--- src/rtl/store_queue_param_if.sv ---
// Bus bundle for store_queue_param: dispatch, resolve, ROB, drain and load-forwarding channels.
// The slave modport is the queue itself; the master modport is its surrounding pipeline.
interface store_queue_param_if #(
   parameter int DEPTH = 8,
   parameter int XLEN  = 32,
   parameter int ROB_W = 5,
   parameter int IDX_W = $clog2(DEPTH)
);
   logic                  alloc_valid;
   logic [ROB_W-1:0]      alloc_rob_idx;
   logic                  alloc_ready;
   logic [IDX_W:0]        alloc_idx;

   logic                  res_valid;
   logic [IDX_W-1:0]      res_idx;
   logic [XLEN-1:0]       res_addr;
   logic [XLEN-1:0]       res_data;
   logic [1:0]            res_size;

   logic                  commit_valid;
   logic                  commit_ready;
   logic                  squash_valid;

   logic                  mem_req_valid;
   logic                  mem_req_ready;
   logic [XLEN-1:0]       mem_req_addr;
   logic [XLEN-1:0]       mem_req_data;
   logic [XLEN/8-1:0]     mem_req_be;

   logic                  ld_valid;
   logic [IDX_W:0]        ld_age;
   logic [XLEN-1:0]       ld_addr;
   logic [1:0]            ld_size;
   logic                  ld_fwd_hit;
   logic [XLEN-1:0]       ld_fwd_data;
   logic [XLEN/8-1:0]     ld_fwd_mask;
   logic                  ld_stall;

   logic [IDX_W:0]        count;
   logic                  empty;

   modport slave (
      input  alloc_valid, alloc_rob_idx,
      output alloc_ready, alloc_idx,
      input  res_valid, res_idx, res_addr, res_data, res_size,
      input  commit_valid, squash_valid,
      output commit_ready,
      output mem_req_valid, mem_req_addr, mem_req_data, mem_req_be,
      input  mem_req_ready,
      input  ld_valid, ld_age, ld_addr, ld_size,
      output ld_fwd_hit, ld_fwd_data, ld_fwd_mask, ld_stall,
      output count, empty
   );

   modport master (
      output alloc_valid, alloc_rob_idx,
      input  alloc_ready, alloc_idx,
      output res_valid, res_idx, res_addr, res_data, res_size,
      output commit_valid, squash_valid,
      input  commit_ready,
      input  mem_req_valid, mem_req_addr, mem_req_data, mem_req_be,
      output mem_req_ready,
      output ld_valid, ld_age, ld_addr, ld_size,
      input  ld_fwd_hit, ld_fwd_data, ld_fwd_mask, ld_stall,
      input  count, empty
   );
endinterface

--- src/rtl/store_queue_param.sv ---
// Parametrised store queue: speculative region [cmt,tail), post-commit write buffer [head,cmt),
// byte-granular store-to-load forwarding and single-cycle squash of uncommitted stores.
module store_queue_param #(
   parameter int DEPTH = 8,
   parameter int XLEN  = 32,
   parameter int ROB_W = 5,
   parameter int IDX_W = $clog2(DEPTH)
) (
   input  logic                clock,
   input  logic                reset,
   store_queue_param_if.slave  bus
);
   localparam int BW    = XLEN / 8;
   localparam int OFF_W = $clog2(BW);
   localparam int PTR_W = IDX_W + 1;

   // Byte enables for a naturally aligned access of the given size, before lane shifting.
   function automatic logic [BW-1:0] size_mask(input logic [1:0] size);
      logic [BW-1:0] m;
      m = '0;
      for (int b = 0; b < BW; b++)
         if (b < (1 << size)) m[b] = 1'b1;
      return m;
   endfunction

   function automatic logic [BW-1:0] lane_mask(input logic [OFF_W-1:0] off, input logic [1:0] size);
      return size_mask(size) << off;
   endfunction

   function automatic logic [XLEN-1:0] lane_data(input logic [XLEN-1:0] data,
                                                 input logic [OFF_W-1:0] off,
                                                 input logic [1:0] size);
      logic [BW-1:0]   m;
      logic [XLEN-1:0] bits;
      m = size_mask(size);
      bits = '0;
      for (int b = 0; b < BW; b++)
         bits[8*b +: 8] = {8{m[b]}};
      return (data & bits) << {off, 3'b000};
   endfunction

   logic [PTR_W-1:0] head_q, cmt_q, tail_q;
   logic [DEPTH-1:0] resolved_q;
   logic [XLEN-1:0]  addr_q [DEPTH];
   logic [XLEN-1:0]  data_q [DEPTH];
   logic [1:0]       size_q [DEPTH];
   logic [ROB_W-1:0] rob_q  [DEPTH];

   logic [IDX_W-1:0] head_idx, cmt_idx, tail_idx, res_rel;
   logic [PTR_W-1:0] occ_cnt, spec_cnt, cmt_nxt;
   logic             full, alloc_fire, commit_fire, drain_fire, res_fire;

   assign head_idx = head_q[IDX_W-1:0];
   assign cmt_idx  = cmt_q[IDX_W-1:0];
   assign tail_idx = tail_q[IDX_W-1:0];
   assign occ_cnt  = tail_q - head_q;
   assign spec_cnt = tail_q - cmt_q;
   assign full     = (occ_cnt == PTR_W'(DEPTH));

   assign bus.count         = occ_cnt;
   assign bus.empty         = (occ_cnt == '0);
   assign bus.alloc_ready   = !full;
   assign bus.alloc_idx     = tail_q;
   assign bus.commit_ready  = (spec_cnt != '0) && resolved_q[cmt_idx];
   assign bus.mem_req_valid = (head_q != cmt_q);

   assign alloc_fire  = bus.alloc_valid && !full && !bus.squash_valid;
   assign commit_fire = bus.commit_valid && bus.commit_ready;
   assign drain_fire  = bus.mem_req_valid && bus.mem_req_ready;
   assign cmt_nxt     = cmt_q + {{IDX_W{1'b0}}, commit_fire};

   // A resolve must land in the speculative region; under squash every such entry dies.
   assign res_rel  = bus.res_idx - cmt_idx;
   assign res_fire = bus.res_valid && !bus.squash_valid &&
                     ({1'b0, res_rel} < spec_cnt) && !resolved_q[bus.res_idx];

   always_ff @(posedge clock or negedge reset) begin
      if (!reset) begin
         head_q     <= '0;
         cmt_q      <= '0;
         tail_q     <= '0;
         resolved_q <= '0;
      end else begin
         cmt_q <= cmt_nxt;
         if (drain_fire)
            head_q <= head_q + 1'b1;
         if (bus.squash_valid)
            tail_q <= cmt_nxt;
         else if (alloc_fire)
            tail_q <= tail_q + 1'b1;
         if (alloc_fire)
            resolved_q[tail_idx] <= 1'b0;
         if (res_fire)
            resolved_q[bus.res_idx] <= 1'b1;
      end
   end

   always_ff @(posedge clock) begin
      if (alloc_fire)
         rob_q[tail_idx] <= bus.alloc_rob_idx;
      if (res_fire) begin
         addr_q[bus.res_idx] <= bus.res_addr;
         data_q[bus.res_idx] <= bus.res_data;
         size_q[bus.res_idx] <= bus.res_size;
      end
   end

   assign bus.mem_req_addr = {addr_q[head_idx][XLEN-1:OFF_W], {OFF_W{1'b0}}};
   assign bus.mem_req_data = lane_data(data_q[head_idx], addr_q[head_idx][OFF_W-1:0], size_q[head_idx]);
   assign bus.mem_req_be   = lane_mask(addr_q[head_idx][OFF_W-1:0], size_q[head_idx]);

   logic [BW-1:0]    ld_need, fwd_mask, st_be;
   logic [XLEN-1:0]  fwd_data, st_data;
   logic [PTR_W-1:0] win;
   logic [IDX_W-1:0] k;
   logic             unres;

   // Oldest-to-youngest scan, so a younger matching store overwrites an older one per lane.
   always_comb begin
      ld_need  = lane_mask(bus.ld_addr[OFF_W-1:0], bus.ld_size);
      fwd_mask = '0;
      fwd_data = '0;
      st_be    = '0;
      st_data  = '0;
      k        = '0;
      unres    = 1'b0;
      win      = bus.ld_age - head_q;
      if (win > occ_cnt)
         win = '0;
      for (int i = 0; i < DEPTH; i++) begin
         k = head_idx + IDX_W'(i);
         if (PTR_W'(i) < win) begin
            if (!resolved_q[k]) begin
               unres = 1'b1;
            end else if (addr_q[k][XLEN-1:OFF_W] == bus.ld_addr[XLEN-1:OFF_W]) begin
               st_be   = lane_mask(addr_q[k][OFF_W-1:0], size_q[k]);
               st_data = lane_data(data_q[k], addr_q[k][OFF_W-1:0], size_q[k]);
               for (int b = 0; b < BW; b++) begin
                  if (ld_need[b] && st_be[b]) begin
                     fwd_mask[b]        = 1'b1;
                     fwd_data[8*b +: 8] = st_data[8*b +: 8];
                  end
               end
            end
         end
      end
   end

   assign bus.ld_fwd_hit  = bus.ld_valid && !unres && (fwd_mask == ld_need);
   assign bus.ld_stall    = bus.ld_valid && (unres || ((fwd_mask != '0) && (fwd_mask != ld_need)));
   assign bus.ld_fwd_mask = bus.ld_valid ? fwd_mask : '0;
   assign bus.ld_fwd_data = bus.ld_valid ? fwd_data : '0;
endmodule

--- src/flat_wrapper.sv ---
// flat-port wrapper written by rule: the top's interface ports become plain ports
module store_queue_param_flat 
#(
   parameter int DEPTH = 8,
   parameter int XLEN  = 32,
   parameter int ROB_W = 5,
   parameter int IDX_W = $clog2(DEPTH)
)
  (clock, reset, bus_alloc_valid, bus_alloc_rob_idx, bus_alloc_ready, bus_alloc_idx, bus_res_valid, bus_res_idx, bus_res_addr, bus_res_data, bus_res_size, bus_commit_valid, bus_squash_valid, bus_commit_ready, bus_mem_req_valid, bus_mem_req_addr, bus_mem_req_data, bus_mem_req_be, bus_mem_req_ready, bus_ld_valid, bus_ld_age, bus_ld_addr, bus_ld_size, bus_ld_fwd_hit, bus_ld_fwd_data, bus_ld_fwd_mask, bus_ld_stall, bus_count, bus_empty);
  store_queue_param_if #(.DEPTH(DEPTH), .XLEN(XLEN), .ROB_W(ROB_W), .IDX_W(IDX_W)) bus_i ();
  input  logic clock;
  input  logic reset;
  input wire logic [$bits(bus_i.alloc_valid)-1:0] bus_alloc_valid;
  input wire logic [$bits(bus_i.alloc_rob_idx)-1:0] bus_alloc_rob_idx;
  output wire logic [$bits(bus_i.alloc_ready)-1:0] bus_alloc_ready;
  output wire logic [$bits(bus_i.alloc_idx)-1:0] bus_alloc_idx;
  input wire logic [$bits(bus_i.res_valid)-1:0] bus_res_valid;
  input wire logic [$bits(bus_i.res_idx)-1:0] bus_res_idx;
  input wire logic [$bits(bus_i.res_addr)-1:0] bus_res_addr;
  input wire logic [$bits(bus_i.res_data)-1:0] bus_res_data;
  input wire logic [$bits(bus_i.res_size)-1:0] bus_res_size;
  input wire logic [$bits(bus_i.commit_valid)-1:0] bus_commit_valid;
  input wire logic [$bits(bus_i.squash_valid)-1:0] bus_squash_valid;
  output wire logic [$bits(bus_i.commit_ready)-1:0] bus_commit_ready;
  output wire logic [$bits(bus_i.mem_req_valid)-1:0] bus_mem_req_valid;
  output wire logic [$bits(bus_i.mem_req_addr)-1:0] bus_mem_req_addr;
  output wire logic [$bits(bus_i.mem_req_data)-1:0] bus_mem_req_data;
  output wire logic [$bits(bus_i.mem_req_be)-1:0] bus_mem_req_be;
  input wire logic [$bits(bus_i.mem_req_ready)-1:0] bus_mem_req_ready;
  input wire logic [$bits(bus_i.ld_valid)-1:0] bus_ld_valid;
  input wire logic [$bits(bus_i.ld_age)-1:0] bus_ld_age;
  input wire logic [$bits(bus_i.ld_addr)-1:0] bus_ld_addr;
  input wire logic [$bits(bus_i.ld_size)-1:0] bus_ld_size;
  output wire logic [$bits(bus_i.ld_fwd_hit)-1:0] bus_ld_fwd_hit;
  output wire logic [$bits(bus_i.ld_fwd_data)-1:0] bus_ld_fwd_data;
  output wire logic [$bits(bus_i.ld_fwd_mask)-1:0] bus_ld_fwd_mask;
  output wire logic [$bits(bus_i.ld_stall)-1:0] bus_ld_stall;
  output wire logic [$bits(bus_i.count)-1:0] bus_count;
  output wire logic [$bits(bus_i.empty)-1:0] bus_empty;
  assign bus_i.alloc_valid = bus_alloc_valid;
  assign bus_i.alloc_rob_idx = bus_alloc_rob_idx;
  assign bus_alloc_ready = bus_i.alloc_ready;
  assign bus_alloc_idx = bus_i.alloc_idx;
  assign bus_i.res_valid = bus_res_valid;
  assign bus_i.res_idx = bus_res_idx;
  assign bus_i.res_addr = bus_res_addr;
  assign bus_i.res_data = bus_res_data;
  assign bus_i.res_size = bus_res_size;
  assign bus_i.commit_valid = bus_commit_valid;
  assign bus_i.squash_valid = bus_squash_valid;
  assign bus_commit_ready = bus_i.commit_ready;
  assign bus_mem_req_valid = bus_i.mem_req_valid;
  assign bus_mem_req_addr = bus_i.mem_req_addr;
  assign bus_mem_req_data = bus_i.mem_req_data;
  assign bus_mem_req_be = bus_i.mem_req_be;
  assign bus_i.mem_req_ready = bus_mem_req_ready;
  assign bus_i.ld_valid = bus_ld_valid;
  assign bus_i.ld_age = bus_ld_age;
  assign bus_i.ld_addr = bus_ld_addr;
  assign bus_i.ld_size = bus_ld_size;
  assign bus_ld_fwd_hit = bus_i.ld_fwd_hit;
  assign bus_ld_fwd_data = bus_i.ld_fwd_data;
  assign bus_ld_fwd_mask = bus_i.ld_fwd_mask;
  assign bus_ld_stall = bus_i.ld_stall;
  assign bus_count = bus_i.count;
  assign bus_empty = bus_i.empty;
  store_queue_param #(.DEPTH(DEPTH), .XLEN(XLEN), .ROB_W(ROB_W), .IDX_W(IDX_W)) u_core (.clock(clock), .reset(reset), .bus(bus_i));
endmodule
--- config.mk ---
export PLATFORM = sky130hd
export DESIGN_NAME = store_queue_param_flat
export DESIGN_NICKNAME = d
export VERILOG_FILES = /design/src/rtl/store_queue_param_if.sv /design/src/rtl/store_queue_param.sv /design/src/flat_wrapper.sv
export SDC_FILE = /design/constraint.sdc
export NUM_CORES = 2
export LEC_CHECK = 0
export BUFFER_PORTS_ARGS = -buffer_cell sky130_fd_sc_hd__buf_4
export CORE_MARGIN = 5
export CORE_UTILIZATION = 40
export CTS_CLUSTER_DIAMETER = 40
export DETAILED_ROUTE_END_ITERATION = 7
export GPL_ROUTABILITY_DRIVEN = 0
export SYNTH_ARGS = -nofsm -noshare
export SYNTH_HDL_FRONTEND = slang
export SYNTH_SLANG_ARGS = --single-unit
--- constraint.sdc ---
create_clock -name clock -period 10.7 [get_ports clock]
set_input_delay 0.535 -clock clock [delete_from_list [all_inputs] [get_ports clock]]
set_output_delay 0.535 -clock clock [all_outputs]
set_load 0.01 [all_outputs]
==> run metrics <==
status=complete, but fails checks; failing checks=DRC; flop-to-flop setup slack=between 5 and 6 ns; initial DRC count=8175; post-detail-place hpwl=152 mm; H-tree levels=3; Final setup viols=0; number of flops mapped to enable cells by yosys=528; Hold Crit Class=in2reg; Layout area overhead=10.8%; number of I/O pins=238; Gate Count Post-Synth=4512; startpoint types=flip-flop; Routed WL per cell=34.0 um; CP required=10.17 ns; ys async rst share=roughly 3.6%; hold wc startpoint=bus_res_addr[31]; critical path, cell by cell=inv_4 > ha_4 > buf_12 > mux2_2 > mux4_2 > or3_1 > nor3_2 > nand2_2 > nand4_1 > o21ai_0 > o31ai_1 > buf_4; crit end category=output port; worst reg2reg path depth=13; Netlist cell types=113; CTS resizes=0; largest net degree at the start of global routing=~150; Top delay family on crit path=simple AND/OR/NAND/NOR gates; end of the worst register-to-register path=u_core.data_q[4][30]; CP Class=reg2out; post-synthesis sequential area ratio=31.8%; max-cap violations=0; Final Hold Viols=0; Max stage delay cell, worst path=nor3_2; Synth Register Bits=around 550; crit share post-route=about 87%; min cycle time layout=9.32 ns; CTS tree=yes; core area=128000 um^2; Least-Margin Pin Slew=approximately 1.4 ns; Mapped Area=51400 um^2; CP max FO=94; Setup Skew=0.0259 ns; antenna violations before repair=14; initial cell density of the core=40.3%; Clock Root Buffer=clkbuf_16; CTS Buf Count=89; RSZ-0062 raised after global routing=false; Slew Viols, Final=0; drt total wl=214 mm; DRT Pass-1 Iters=8; All-Layer GR Usage=between 30% and 40%; yosys warns=0; # rows=131; post-route antenna net violation count=0; max incr delay on CP=0.95 ns; Clock Path Buffers=3; layout cell share with drive strength beyond 1=26.6%; reg2reg start=u_core.bus.alloc_idx[0]; hold path depth=1; CP bufs+invs=3; max-slew headroom at the worst pin=8.55%; die width=369 um; critical path data arrival time=between 8 and 9 ns; Most used DFF post-synth=edfxtp_1; Hold Crit Endpoint=u_core.addr_q[6][31]; first-pass GRT wire length=302 mm; Max Freq=107 MHz; routed vias=about 45000; nets=4681; vias per cell=7.13; Die H=about 370 um; die area=around 140000 um^2; syn avg cell area=11.4 um^2; Sum Neg Setup Slack=0 ns; grt total ovfl=0; Clk pin slew, worst setup/hold paths=0.06 ns; DR DRC count=272; clock sink total=approximately 550; worst skew pair latency=0.71 ns; # fillers=11600; vias in the first global route=41300; port bufs=230
==> worst max-delay path by stage <==
stage	start	to	slack [ns]	depth (start not counted)
floorplan	bus_res_idx[0]	u_core.addr_q[0][0]	3.16	11
global placement	u_core.head_q[1]	bus_ld_fwd_data[27]	2.72	15
detailed placement	u_core.head_q[1]	bus_ld_fwd_data[27]	2.72	15
CTS	u_core.head_q[1]	bus_ld_fwd_data[27]	1.94	15
global route	u_core.head_q[0]	bus_ld_fwd_data[3]	1.40	12
finish	u_core.head_q[0]	bus_ld_fwd_data[3]	1.38	12
==> cells in the mapped netlist (9+ instances only) <==
| cell type | number | share of area (%) |
|---|---|---|
| clkbuf_1 | 131 | 0.96 |
| nand2b_1 | 28 | 0.34 |
| mux4_1 | 13 | 0.66 |
| mux4_2 | 549 | 24 |
| a22oi_1 | 48 | 0.70 |
| o2111ai_1 | 15 | 0.26 |
| nor3b_1 | 15 | 0.22 |
| buf_2 | 102 | 0.99 |
| buf_1 | 29 | 0.21 |
| nand2_1 | 559 | 4.1 |
| edfxtp_1 | 528 | 31 |
| a22o_1 | 11 | 0.19 |
| and3_1 | 31 | 0.38 |
| o21a_1 | 13 | 0.19 |
| o22ai_1 | 71 | 0.86 |
| a21o_1 | 19 | 0.28 |
| a221oi_1 | 54 | 0.92 |
| and2_1 | 29 | 0.35 |
| nand3_1 | 95 | 0.92 |
| xor2_1 | 58 | 0.99 |
| mux2_2 | 108 | 2.4 |
| nor4_1 | 25 | 0.30 |
| a21oi_1 | 231 | 2.2 |
| mux2i_1 | 431 | 8.4 |
| buf_4 | 86 | 1.3 |
| inv_1 | 48 | 0.35 |
| or3_1 | 18 | 0.22 |
| or2_2 | 20 | 0.24 |
| ha_1 | 21 | 0.51 |
| o211ai_1 | 29 | 0.42 |
| nand3b_1 | 13 | 0.19 |
| a31oi_1 | 18 | 0.22 |
| nand4_1 | 42 | 0.51 |
| a211oi_1 | 38 | 0.55 |
| a221o_1 | 9 | 0.18 |
| o31ai_1 | 17 | 0.25 |
| buf_6 | 36 | 0.79 |
| nor2b_1 | 14 | 0.17 |
| o21ai_0 | 193 | 1.9 |
| o221ai_1 | 20 | 0.34 |
| xnor2_1 | 199 | 3.4 |
| dfrtp_1 | 20 | 0.97 |
| nor3_1 | 61 | 0.59 |
| nor2_1 | 222 | 1.6 |
| o32ai_1 | 11 | 0.19 |
==> repair_timing <==
action	CTS	global route
endpoints found under the hold margin	20	0
setup buffers	0	0
hold buffers	1	0
==> worst register-to-register path, delay by kind of cell, from the launching register on <==
kind	cells	cell delay (ns)
fa+ha+maj	3	0.94
buf+inv	5	1.60
compound gates	3	0.54
flops	1	0.44
simple gates	2	1.19
==> flip-flops by register name, indices dropped and copies added (netlist names) <==
register	flops
u_core.cmt_q	4
u_core.size_q	16
u_core.data_q	256
u_core.resolved_q	8
u_core.head_q	4
u_core.addr_q	256
u_core.bus.alloc_idx	4
==> layout make-up <==
type	instances	area (um^2)	area share, %
Sequential cell	548	16400	28.7
Timing Repair Buffer	329	2580	4.53
Inverter	56	213	0.373
Antenna cell	5	12.5	0.0220
Multi-Input combinational cell	3512	32700	57.4
Clock buffer	102	2320	4.07
Clock inverter	61	702	1.23
Tap cell	1662	2080	3.65
==> kinds of logic (layout without fill, tap and decap cells) <==
group                    count (synthesis)  in the layout  share of synthesized area, %
XOR/XNOR                               257            257                          4.38
multiplexers                          1105           1105                          35.6
buffers and inverters                  453            548                          4.94
flip-flops                             548            548                          31.8
adder cells (fa/ha/maj)                 25             25                         0.666
other                                    1              7                       0.00729
AO/OA/AOI/OAI                          896            896                          11.4
AND/OR/NAND/NOR                       1227           1227                          11.2
==> cell usage in the layout, fill, tap and decap left out, drive strengths merged, types with 33 or more instances in the layout <==
cell type  netlist  final
a211oi          39     39
a21oi          231    231
a221oi          56     56
a22oi           48     48
buf            259    328
clkbuf         137    102
clkinv           2     33
edfxtp         528    528
inv             54     72
mux2           109    109
mux2i          434    434
mux4           562    562
nand2          561    561
nand3           95     95
nand4           43     43
nor2           223    223
nor3            65     65
nor4            37     37
o21ai          201    201
o22ai           71     71
xnor2          199    199
xor2            58     58
==> routing by layer <==
layer  routed length [um]  vias to the layer above  track usage, %
met5                  102                        -          0.0712
met4                13200                       14            15.2
met3                35000                      824            13.5
met2                85100                     3687            41.1
met1                80200                    22200            40.9
li1                     -                    18000               -
==> stage by stage <==
step           utilization, %  cells  hold WS (ns)  setup slack (ns)  instance area (um^2)
3_3_place_gp             42.3   6106         0.436              2.72                 54000
4_1_cts                  44.6   6270        0.0221              1.94                 57000
2_1_floorplan               -   4513         0.239              3.16                 51400
5_1_grt                  44.6   6273        0.0564              1.40                 57000
6_report                 44.6   6275        0.0617              1.38                 57000
3_5_place_dp             42.3   6106         0.431              2.72                 54000
Power is not shown: default switching activity piles up to over one toggle a cycle in this logic, so the estimate is an artifact.
